===== src/rtl/serial_normalizer_if.sv =====
// Start/busy/done handshake bundle between controller and normalizer.
interface serial_normalizer_if #(
  parameter int WIDTH = 8,
  parameter int SHW   = 3
);
  logic             start;
  logic [WIDTH-1:0] in;
  logic             busy;
  logic             done;
  logic [WIDTH-1:0] out;
  logic [SHW-1:0]   shamt;
  logic             zero;

  modport master (
    output start, in,
    input  busy, done, out, shamt, zero
  );

  modport slave (
    input  start, in,
    output busy, done, out, shamt, zero
  );
endinterface


===== src/rtl/serial_normalizer.sv =====
// Multi-cycle left normalizer: shifts one bit per clock until MSB is set,
// reporting the normalized value and the leading-zero count.
module serial_normalizer #(
  parameter int WIDTH = 8,
  parameter int SHW   = 3
) (
  input logic               clk,
  input logic               rst_n,
  serial_normalizer_if.slave bus
);

  typedef enum logic [1:0] {
    IDLE  = 2'd0,
    SHIFT = 2'd1,
    DONE  = 2'd2
  } state_t;

  state_t           state, state_d;
  logic [WIDTH-1:0] sreg, sreg_d;
  logic [SHW-1:0]   cnt, cnt_d;
  logic [WIDTH-1:0] out_q, out_d;
  logic [SHW-1:0]   shamt_q, shamt_d;
  logic             zero_q, zero_d;
  logic             busy_q, done_q;

  always_comb begin
    state_d = state;
    sreg_d  = sreg;
    cnt_d   = cnt;
    out_d   = out_q;
    shamt_d = shamt_q;
    zero_d  = zero_q;
    unique case (state)
      IDLE: begin
        if (bus.start) begin
          sreg_d  = bus.in;
          cnt_d   = '0;
          zero_d  = (bus.in == '0);
          state_d = SHIFT;
        end
      end
      SHIFT: begin
        // An all-zero operand retires here with out=0, shamt=0.
        if (sreg[WIDTH-1] || (sreg == '0)) begin
          out_d   = sreg;
          shamt_d = cnt;
          state_d = DONE;
        end else begin
          sreg_d = sreg << 1;
          cnt_d  = cnt + 1'b1;
        end
      end
      DONE: begin
        state_d = IDLE;
      end
      default: begin
        state_d = IDLE;
      end
    endcase
  end

  always_ff @(posedge clk or negedge rst_n) begin
    if (!rst_n) begin
      state   <= IDLE;
      sreg    <= '0;
      cnt     <= '0;
      out_q   <= '0;
      shamt_q <= '0;
      zero_q  <= 1'b0;
      busy_q  <= 1'b0;
      done_q  <= 1'b0;
    end else begin
      state   <= state_d;
      sreg    <= sreg_d;
      cnt     <= cnt_d;
      out_q   <= out_d;
      shamt_q <= shamt_d;
      zero_q  <= zero_d;
      busy_q  <= (state_d != IDLE);
      done_q  <= (state_d == DONE);
    end
  end

  assign bus.busy  = busy_q;
  assign bus.done  = done_q;
  assign bus.out   = out_q;
  assign bus.shamt = shamt_q;
  assign bus.zero  = zero_q;

endmodule


===== src/flat_wrapper.sv =====
// flat-port wrapper written by rule: the top's interface ports become plain ports
module serial_normalizer_flat 
#(
  parameter int WIDTH = 8,
  parameter int SHW   = 3
)
  (clk, rst_n, bus_start, bus_in, bus_busy, bus_done, bus_out, bus_shamt, bus_zero);
  serial_normalizer_if #(.WIDTH(WIDTH), .SHW(SHW)) bus_i ();
  input logic clk;
  input logic rst_n;
  input wire logic [$bits(bus_i.start)-1:0] bus_start;
  input wire logic [$bits(bus_i.in)-1:0] bus_in;
  output wire logic [$bits(bus_i.busy)-1:0] bus_busy;
  output wire logic [$bits(bus_i.done)-1:0] bus_done;
  output wire logic [$bits(bus_i.out)-1:0] bus_out;
  output wire logic [$bits(bus_i.shamt)-1:0] bus_shamt;
  output wire logic [$bits(bus_i.zero)-1:0] bus_zero;
  assign bus_i.start = bus_start;
  assign bus_i.in = bus_in;
  assign bus_busy = bus_i.busy;
  assign bus_done = bus_i.done;
  assign bus_out = bus_i.out;
  assign bus_shamt = bus_i.shamt;
  assign bus_zero = bus_i.zero;
  serial_normalizer #(.WIDTH(WIDTH), .SHW(SHW)) u_core (.clk(clk), .rst_n(rst_n), .bus(bus_i));
endmodule

===== config.mk =====
export PLATFORM = sky130hd
export DESIGN_NAME = serial_normalizer_flat
export DESIGN_NICKNAME = d
export VERILOG_FILES = /design/src/rtl/serial_normalizer_if.sv /design/src/rtl/serial_normalizer.sv /design/src/flat_wrapper.sv
export SDC_FILE = /design/constraint.sdc
export NUM_CORES = 1
export LEC_CHECK = 0
export CAP_MARGIN = 15
export CORE_MARGIN = 5
export CORE_UTILIZATION = 25
export DETAILED_ROUTE_END_ITERATION = 10
export GPL_TIMING_DRIVEN = 0
export PLACE_DENSITY = 0.42
export SLEW_MARGIN = 20
export SYNTH_ARGS = -nofsm -noshare
export SYNTH_HDL_FRONTEND = slang
export SYNTH_SLANG_ARGS = --single-unit

===== constraint.sdc =====
create_clock -name clk -period 4.6 [get_ports clk]
set_clock_uncertainty 0.2 [all_clocks]
set_input_delay 0.69 -clock clk [delete_from_list [all_inputs] [get_ports clk]]
set_output_delay 0.69 -clock clk [all_outputs]
set_load 0.01 [all_outputs]

# Word level (Yosys, flattened, before mapping)

Cells that the tools add are included.

Register bits after elaboration: 27
Input bits: 11
Output and inout port bits: 14
Word-level logic and storage cells: 31

$add $sub $neg: 1
Equal/unequal tests: 4
Multiplexer cells: 9
Reductions and logical operators: 9

Operators with widths:

| operator                                             | count |
|---|---|
| zero test 8 bit                                      | 2 |
| two-way mux 8 bit                                    | 2 |
| case mux 8 bit (2 select lines)                      | 1 |
| two-way mux 3 bit                                    | 2 |
| case mux 3 bit (2 select lines)                      | 1 |
| two-way mux 2 bit                                    | 2 |
| != test 2 bit (second input constant)                | 2 |
| case mux 2 bit (2 select lines)                      | 1 |
| AND reduction 2 bit                                  | 2 |
| nonzero test 2 bit                                   | 2 |
| adder 3 x 1 -> 3 bit (second input constant)         | 1 |
| AND reduction 3 bit                                  | 1 |
| equality test 2 x 1 -> 1 bit (second input constant) | 1 |
| equality test 2 bit (second input constant)          | 1 |
| zero test 2 bit                                      | 1 |
| logical OR 1 bit                                     | 1 |

# Longest topological paths before layout

Gate-level depths: netlist of run 1.

Depth in word-level cells: 5
Mapped depth: 5
Gate-level depth less buffers: 4

# Worst setup path after synthesis of run 1

OpenSTA, ideal clock, no wires.

Path type: input port to flip-flop
Start point: input port bus_start
End point: register u_core.cnt[2]
Library setup time: 0.126 ns
Arrival time: 1.600 ns
Required time: 4.274 ns
Slack: 2.674 ns
Stages: 4
Path buffers: 1
Cell sequence: nor3b_1 -> a21oi_2 -> buf_6 -> a221o_2

Word-level cells in the longest chain between the ends: 2

Ends and longest elaborated chain:

| element                       | RTL line                | source |
|---|---|---|
| from (decl)                   | flat_wrapper.sv:11      | `input wire logic [$bits(bus_i.start)-1:0] bus_start;` |
| != test 2 bit (no line)       | n/a                     |  |
| AND reduction 3 bit (no line) | n/a                     |  |
| to (signal assigned)          | serial_normalizer.sv:75 | `cnt <= cnt_d;` |
| to (decl)                     | serial_normalizer.sv:20 | `logic [SHW-1:0] cnt, cnt_d;` |

Every way passes these cells.
A chain may end at the register's enable or synchronous reset.

# Worst setup path after layout of run 1

Same ends and word-level chain as after synthesis.

==> results of run 1 <==
[cells by family (layout without fill, tap and decap cells)]
group / count (synthesis) / in the layout
buffers and inverters: 5 / 33
adder cells (fa/ha/maj): 1 / 1
AND/OR/NAND/NOR: 40 / 40
flip-flops: 27 / 27
multiplexers: 17 / 17
AO/OA/AOI/OAI: 10 / 10
[cell usage in the layout (no fill, tap or decap), types with 3 or more instances in the layout]
| cell | instances |
|---|---|
| clkbuf_8 | 3 |
| nor2_1 | 4 |
| nand2_1 | 24 |
| mux2_2 | 12 |
| clkdlybuf4s50_1 | 23 |
| mux2_4 | 4 |
| dfrtp_1 | 27 |
| o21ai_0 | 3 |
[routing by layer]
metal / GRT usage [%] / share of wire, % / up-vias
li1: - / - / 399
met1: 11.7 / 48 / 392
met2: 13.1 / 46 / 18
met3: 2.49 / 4.1 / 2
met4: 3.09 / 1.4 / 0
met5: 0 / 0 / -
[cell type report]
cell class                      count  area [µm²]  share of cell area, %
Sequential cell                    27         676                   43.5
Multi-Input combinational cell     68         487                   31.4
Timing Repair Buffer               24         235                   15.2
Tap cell                           54        67.6                   4.35
Clock buffer                        3        41.3                   2.66
Buffer                              4        33.8                   2.18
Clock inverter                      1        7.51                  0.484
Inverter                            1        3.75                  0.242
[power by group]
group / switching (mW) / total [mW] / internal, mW / leakage (nW)
combinational: 0.232 / 0.534 / 0.302 / 0.343
sequential: 0.0810 / 0.429 / 0.348 / 0.339
clock: 0.0763 / 0.138 / 0.0615 / 0.0217
[through the flow]
stage | instances | hold WS [ns] | power (mW) | instance area, µm² | utilization, %
5_1_grt | 182 | 0.275 | 1.18 | 1550 | 33.1
4_1_cts | 182 | 0.228 | 1.12 | 1550 | 33.1
3_5_place_dp | 178 | 0.273 | 0.978 | 1500 | 32.0
3_3_place_gp | 178 | 0.266 | 0.979 | 1510 | 32.1
6_report | 182 | 0.201 | 1.10 | 1550 | 33.1
2_1_floorplan | 100 | 0.194 | 0.775 | 1200 | -
[sequential cells by signal (all words and copies together) (netlist names)]
signal,cells
u_core.sreg,8
u_core.bus.out,8
u_core.bus.busy,1
u_core.bus.done,1
u_core.bus.shamt,3
u_core.cnt,3
u_core.bus.zero,1
u_core.state,2
[how the worst min path moves through the flow]
stage               cells after the start  slack (ns)               to
floorplan                               0        0.19  u_core.bus.busy
global placement                        2        0.27  u_core.bus.zero
detailed placement                      2        0.27  u_core.bus.zero
CTS                                     1        0.23  u_core.bus.busy
global route                            1        0.27  u_core.bus.busy
finish                                  1        0.20  u_core.bus.busy
[cells in the mapped netlist, drive strengths merged]
| master | instances | area, µm² |
|---|---|---|
| a22o | 2 | 18.8 |
| a21oi | 2 | 17.5 |
| a221o | 1 | 11.3 |
| nor4 | 3 | 25.0 |
| mux2 | 16 | 195 |
| buf | 4 | 33.8 |
| nor2b | 2 | 12.5 |
| mux2i | 1 | 10.0 |
| ha | 1 | 12.5 |
| nor2 | 5 | 21.3 |
| o21ai | 3 | 15.0 |
| o211ai | 1 | 7.51 |
| nor3 | 1 | 5.00 |
| nor4b | 1 | 8.76 |
| dfrtp | 27 | 676 |
| a21o | 1 | 8.76 |
| inv | 1 | 3.75 |
| nand3 | 1 | 5.00 |
| nor3b | 1 | 7.51 |
| nand2b | 1 | 6.26 |
| or3b | 1 | 8.76 |
| nand2 | 24 | 90.1 |
==> out/metrics.csv, run 1 <==
metric,value,unit
Slew Limit Fails,0,
Synth Area in Compound Gates,6.57,%
clock period minus worst slack,2.31,ns
outcome,"finished, final reports clean",
vias in the first global route,830,
f_max,433,MHz
pwr dens,709,mW/mm²
syn_nets,112,
chip height,79.3,µm
total CTS buffers,3,
hpwl dp,1860,µm
"Worst Path Class, Setup",in2reg,
"Buf+Inv Stages, Crit Path",2,
Setup Viol. Count Final,0,
largest net degree at the start of global routing,28,
Mean Syn Cell Area,12.0,µm²
period utilisation layout,50.3,%
H-tree levels,1,
adder-cell area share of the yosys netlist,1.04,%
CP Launch Point,bus_start,
setup TNS,0,ns
# clock sinks,27,
Die W,79.3,µm
Place WS,1.99,ns
first-pass GRT wire length,4200,µm
Row Count,25,
"Clk Latency, worst-skew pair",0.28,ns
Crit path largest cell delay,0.49,ns
post-route DRC violation count,0,
crit-path leading delay family,buffers and inverters,
Worst Setup EP,u_core.cnt[2],
cells on worst reg2reg path,5,
"Max FO, Critical Path",10,
critical path data arrival time,2.29,ns
R2R Setup Slk,2.55,ns
Clock transition at path regs,0.10,ns
Post-Syn Area,0.00120,mm²
1st-iter DRT viols,35,
slew margin rel.,60.4,%
GRT Overall Usage,8.65,%
drt via density,4.46,
Synth cell types,28,
Fin. Hold Viols,0,
Crit-path slowest cell,clkdlybuf4s50_1,
CP Launch Type,input port,
Max VDD drop,0.222,mV
layout cells sized above 1,25.0,%
"FF+latch count, synth",27,
Syn. warnings,0,
Placer Congestion,0.704,
sequential-to-total area share from yosys stat,56.3,%
Syn-to-layout area delta,29.3,%
final WL,2540,µm
Initial Util,25.6,%
simple-gate share of the synthesized area,15.8,%
Worst R2R Start,u_core.sreg[4],
WP depth,5,
Min-Delay Path Class,in2async,
largest family of logic cells by synthesized area,multiplexers,
CTS root buf,clkbuf_8,
Die Footprint,0.00629,mm²
total gr overflow,0,
RSZ-0062 raised after global routing,no,
Critical Path RT,4.57,ns
fraction of synthesized area in multiplexers,17.1,%
Core Box Area,0.00469,mm²
# resized after CTS,0,
# nets final,141,
crit end category,flip-flop,
Least-Margin Pin Slew,0.594,ns
Final ANT Viol Nets,0,
worst-path cell chain,"clkdlybuf4s50_1, nor3b_1, a21oi_2, buf_6, a221o_2",
# diodes,0,
Vias,811,
Post-CTS Setup Repair Bufs,0,
Syn Inst Count,100,
DR pass1 iterations,4,
Max Root-Sink Buffers,2,
xor/xnor share of the synthesized area,0,%
CTS tree,yes,
# hold bufs at CTS,0,
fillers,496,
Port Buffers,24,
setup ws final,2.29,ns
initial antenna violation count,0,
DR WL/cell,14.0,µm
P_leak,0.703,nW
max-cap violations,0,
Worst R2R End,u_core.sreg[6],
I/O Pins,25,
Power figures use the tool's default switching activity.
==> inputs of run 2 (changes only) <==
Settings changed: PLACE_DENSITY 0.42 to 0.44.
Clock period 4.6 ns to 2 ns, I/O delays scaled along.
==> run 2 against run 1 <==
Net effect:
- count of clock-buffer cells in the layout up 1
- combinational power rose to 2.5 times the previous value
- clock power up 120%
- non-clock buffer count up 5
- routed wire length up 7.9%
- utilization up 1.4 points
- flip-flop and latch count unchanged
- cell count up 2.7%
- critical path depth unchanged
- power up 140%
- via count up 5.5%
- largest cell class unchanged
==> out/metrics.csv, run 2 (synthesized netlist as in run 1, its figures left out) <==
metric,value,unit,change
"commonest non-fill, non-tap cell in the layout",dfrtp_1,,
max-cap violations,0,,unchanged
most frequent cells in the layout,"dfrtp_1 (26), nand2_1 (24), clkdlybuf4s50_1 (23)",,
critical path data arrival time,1.88,ns,-0.41 ns
hold wc startpoint,u_core.bus.zero,,
Placer Congestion,0.724,,+2.9%
Worst R2R End,u_core.sreg[3],,
"Clk Latency, worst-skew pair",0.27,ns,about the same
Syn-to-layout area delta,34.6,%,
I/O Pins,25,,unchanged
slew margin rel.,58.2,%,-2.3 points
Clock transition at path regs,0.09,ns,about the same
Min-Delay Path Class,reg2reg,,
Max VDD drop,0.671,mV,+200%
pwr dens,1660,mW/mm²,+130%
CP Launch Point,u_core.sreg[0],,
H-tree levels,1,,unchanged
Setup Viol. Count Final,0,,unchanged
P_leak,0.732,nW,+4.0%
largest net degree at the start of global routing,28,,unchanged
initial antenna violation count,0,,unchanged
Least-Margin Pin Slew,0.628,ns,+0.0340 ns
Die Footprint,0.00629,mm²,unchanged
period utilisation layout,96.2,%,
CTS root buf,clkbuf_8,,
Worst R2R Start,u_core.sreg[0],,
Row Count,25,,unchanged
hpwl dp,1890,µm,+1.9%
f_max,520,MHz,
post-route DRC violation count,0,,unchanged
vias in the first global route,867,,+4.5%
hold slack final,0.286,ns,+0.0851 ns
total CTS buffers,3,,unchanged
clock period minus worst slack,1.92,ns,
total gr overflow,0,,unchanged
setup ws final,0.0768,ns,-2.21 ns
# nets final,146,,+3.5%
DR WL/cell,14.7,µm,+5.0%
crit end category,flip-flop,,
first-pass GRT wire length,4420,µm,+5.2%
cells on worst reg2reg path,5,,unchanged
"Worst Path Class, Setup",reg2reg,,
Core Box Area,0.00469,mm²,unchanged
final WL,2740,µm,+7.9%
Vias,856,,+5.5%
Hold Crit Endpoint,u_core.bus.zero,,
R2R Setup Slk,0.08,ns,-2.47 ns
DR pass1 iterations,4,,unchanged
# diodes,0,,unchanged
CTS tree,yes,,
Slew Limit Fails,0,,unchanged
# clock sinks,27,,unchanged
outcome,"finished, final reports clean",,
chip height,79.3,µm,unchanged
Initial Util,25.6,%,unchanged
layout cells sized above 1,27.8,%,+2.8 points
Port Buffers,24,,unchanged
Max Root-Sink Buffers,2,,unchanged
Place WS,-0.263,ns,-2.25 ns
Final ANT Viol Nets,0,,unchanged
CP Launch Type,flip-flop,,
drt via density,4.58,,+2.7%
"Max FO, Critical Path",10,,unchanged
Critical Path RT,1.96,ns,-2.61 ns
RSZ-0062 raised after global routing,no,,
worst hold stages,2,,
Fin. Hold Viols,0,,unchanged
1st-iter DRT viols,36,,+2.9%
Die W,79.3,µm,unchanged
GRT Overall Usage,9.16,%,+0.51 points
==> run 2: how the worst max path moves through the flow <==
stage / endpoint / slack (ns) / cells after the start
final: u_core.sreg[3] / 0.08 / 5
after global placement: u_core.cnt[2] / -0.27 / 5
after floorplan: u_core.sreg[3] / 0.18 / 5
after CTS: u_core.bus.out[2] / 0.04 / 5
after global routing: u_core.bus.out[3] / 0.006 / 5
after detailed placement: u_core.cnt[2] / -0.26 / 5
==> run 2: critical path: stages (launching register included) <==
cell and delay, ns:
dfrtp_1 0.46, nor4_4 0.36, a21oi_4 0.12, a21oi_2 0.19, buf_6 0.18, mux2_4 0.31
==> run 2: stage by stage <==
stage	power (mW)	utilization (%)	cells	area, µm²	setup TNS (ns)
finish	2.67	34.4	187	1620	0
global route	2.86	34.4	187	1620	0
CTS	2.62	33.5	184	1570	0
detailed placement	2.26	32.0	178	1500	-1.17
global placement	2.24	32.1	178	1510	-1.82
floorplan	1.78	-	100	1200	0
==> run 2: layout make-up <==
class                           count  area (µm²)
Tap cell                           54        67.6
Buffer                              4        33.8
Inverter                            1        3.75
Multi-Input combinational cell     68         513
Clock buffer                        4        45.0
Timing Repair Buffer               29         275
Fill cell                         480        3080
Sequential cell                    27         677
==> run 2: per-layer routing <==
| metal | GRT usage (%) | up-vias | wire length (µm) |
|---|---|---|---|
| met2 | 13.9 | 23 | 1210 |
| met4 | 2.58 | 0 | 19 |
| met1 | 12.3 | 424 | 1330 |
| li1 | - | 407 | - |
| met3 | 3.29 | 2 | 186 |
| met5 | 0 | - | 0 |
==> run 2: power breakdown <==
part           switching [mW]  internal [mW]  total (mW)
combinational           0.579          0.767        1.35
clock                   0.165          0.143       0.308
sequential              0.218          0.801        1.02
total                   0.962           1.71        2.67
==> run 2: what timing repair did <==
item                                    in CTS  in global routing
gates resized for setup                      1                  6
gates cloned                                 0                  1
pin swaps                                    1                  2
hold buffers                                 1                  0
endpoints found under the hold margin       27                  0
endpoints found under the setup margin      13                 15
setup buffers                                1                  2
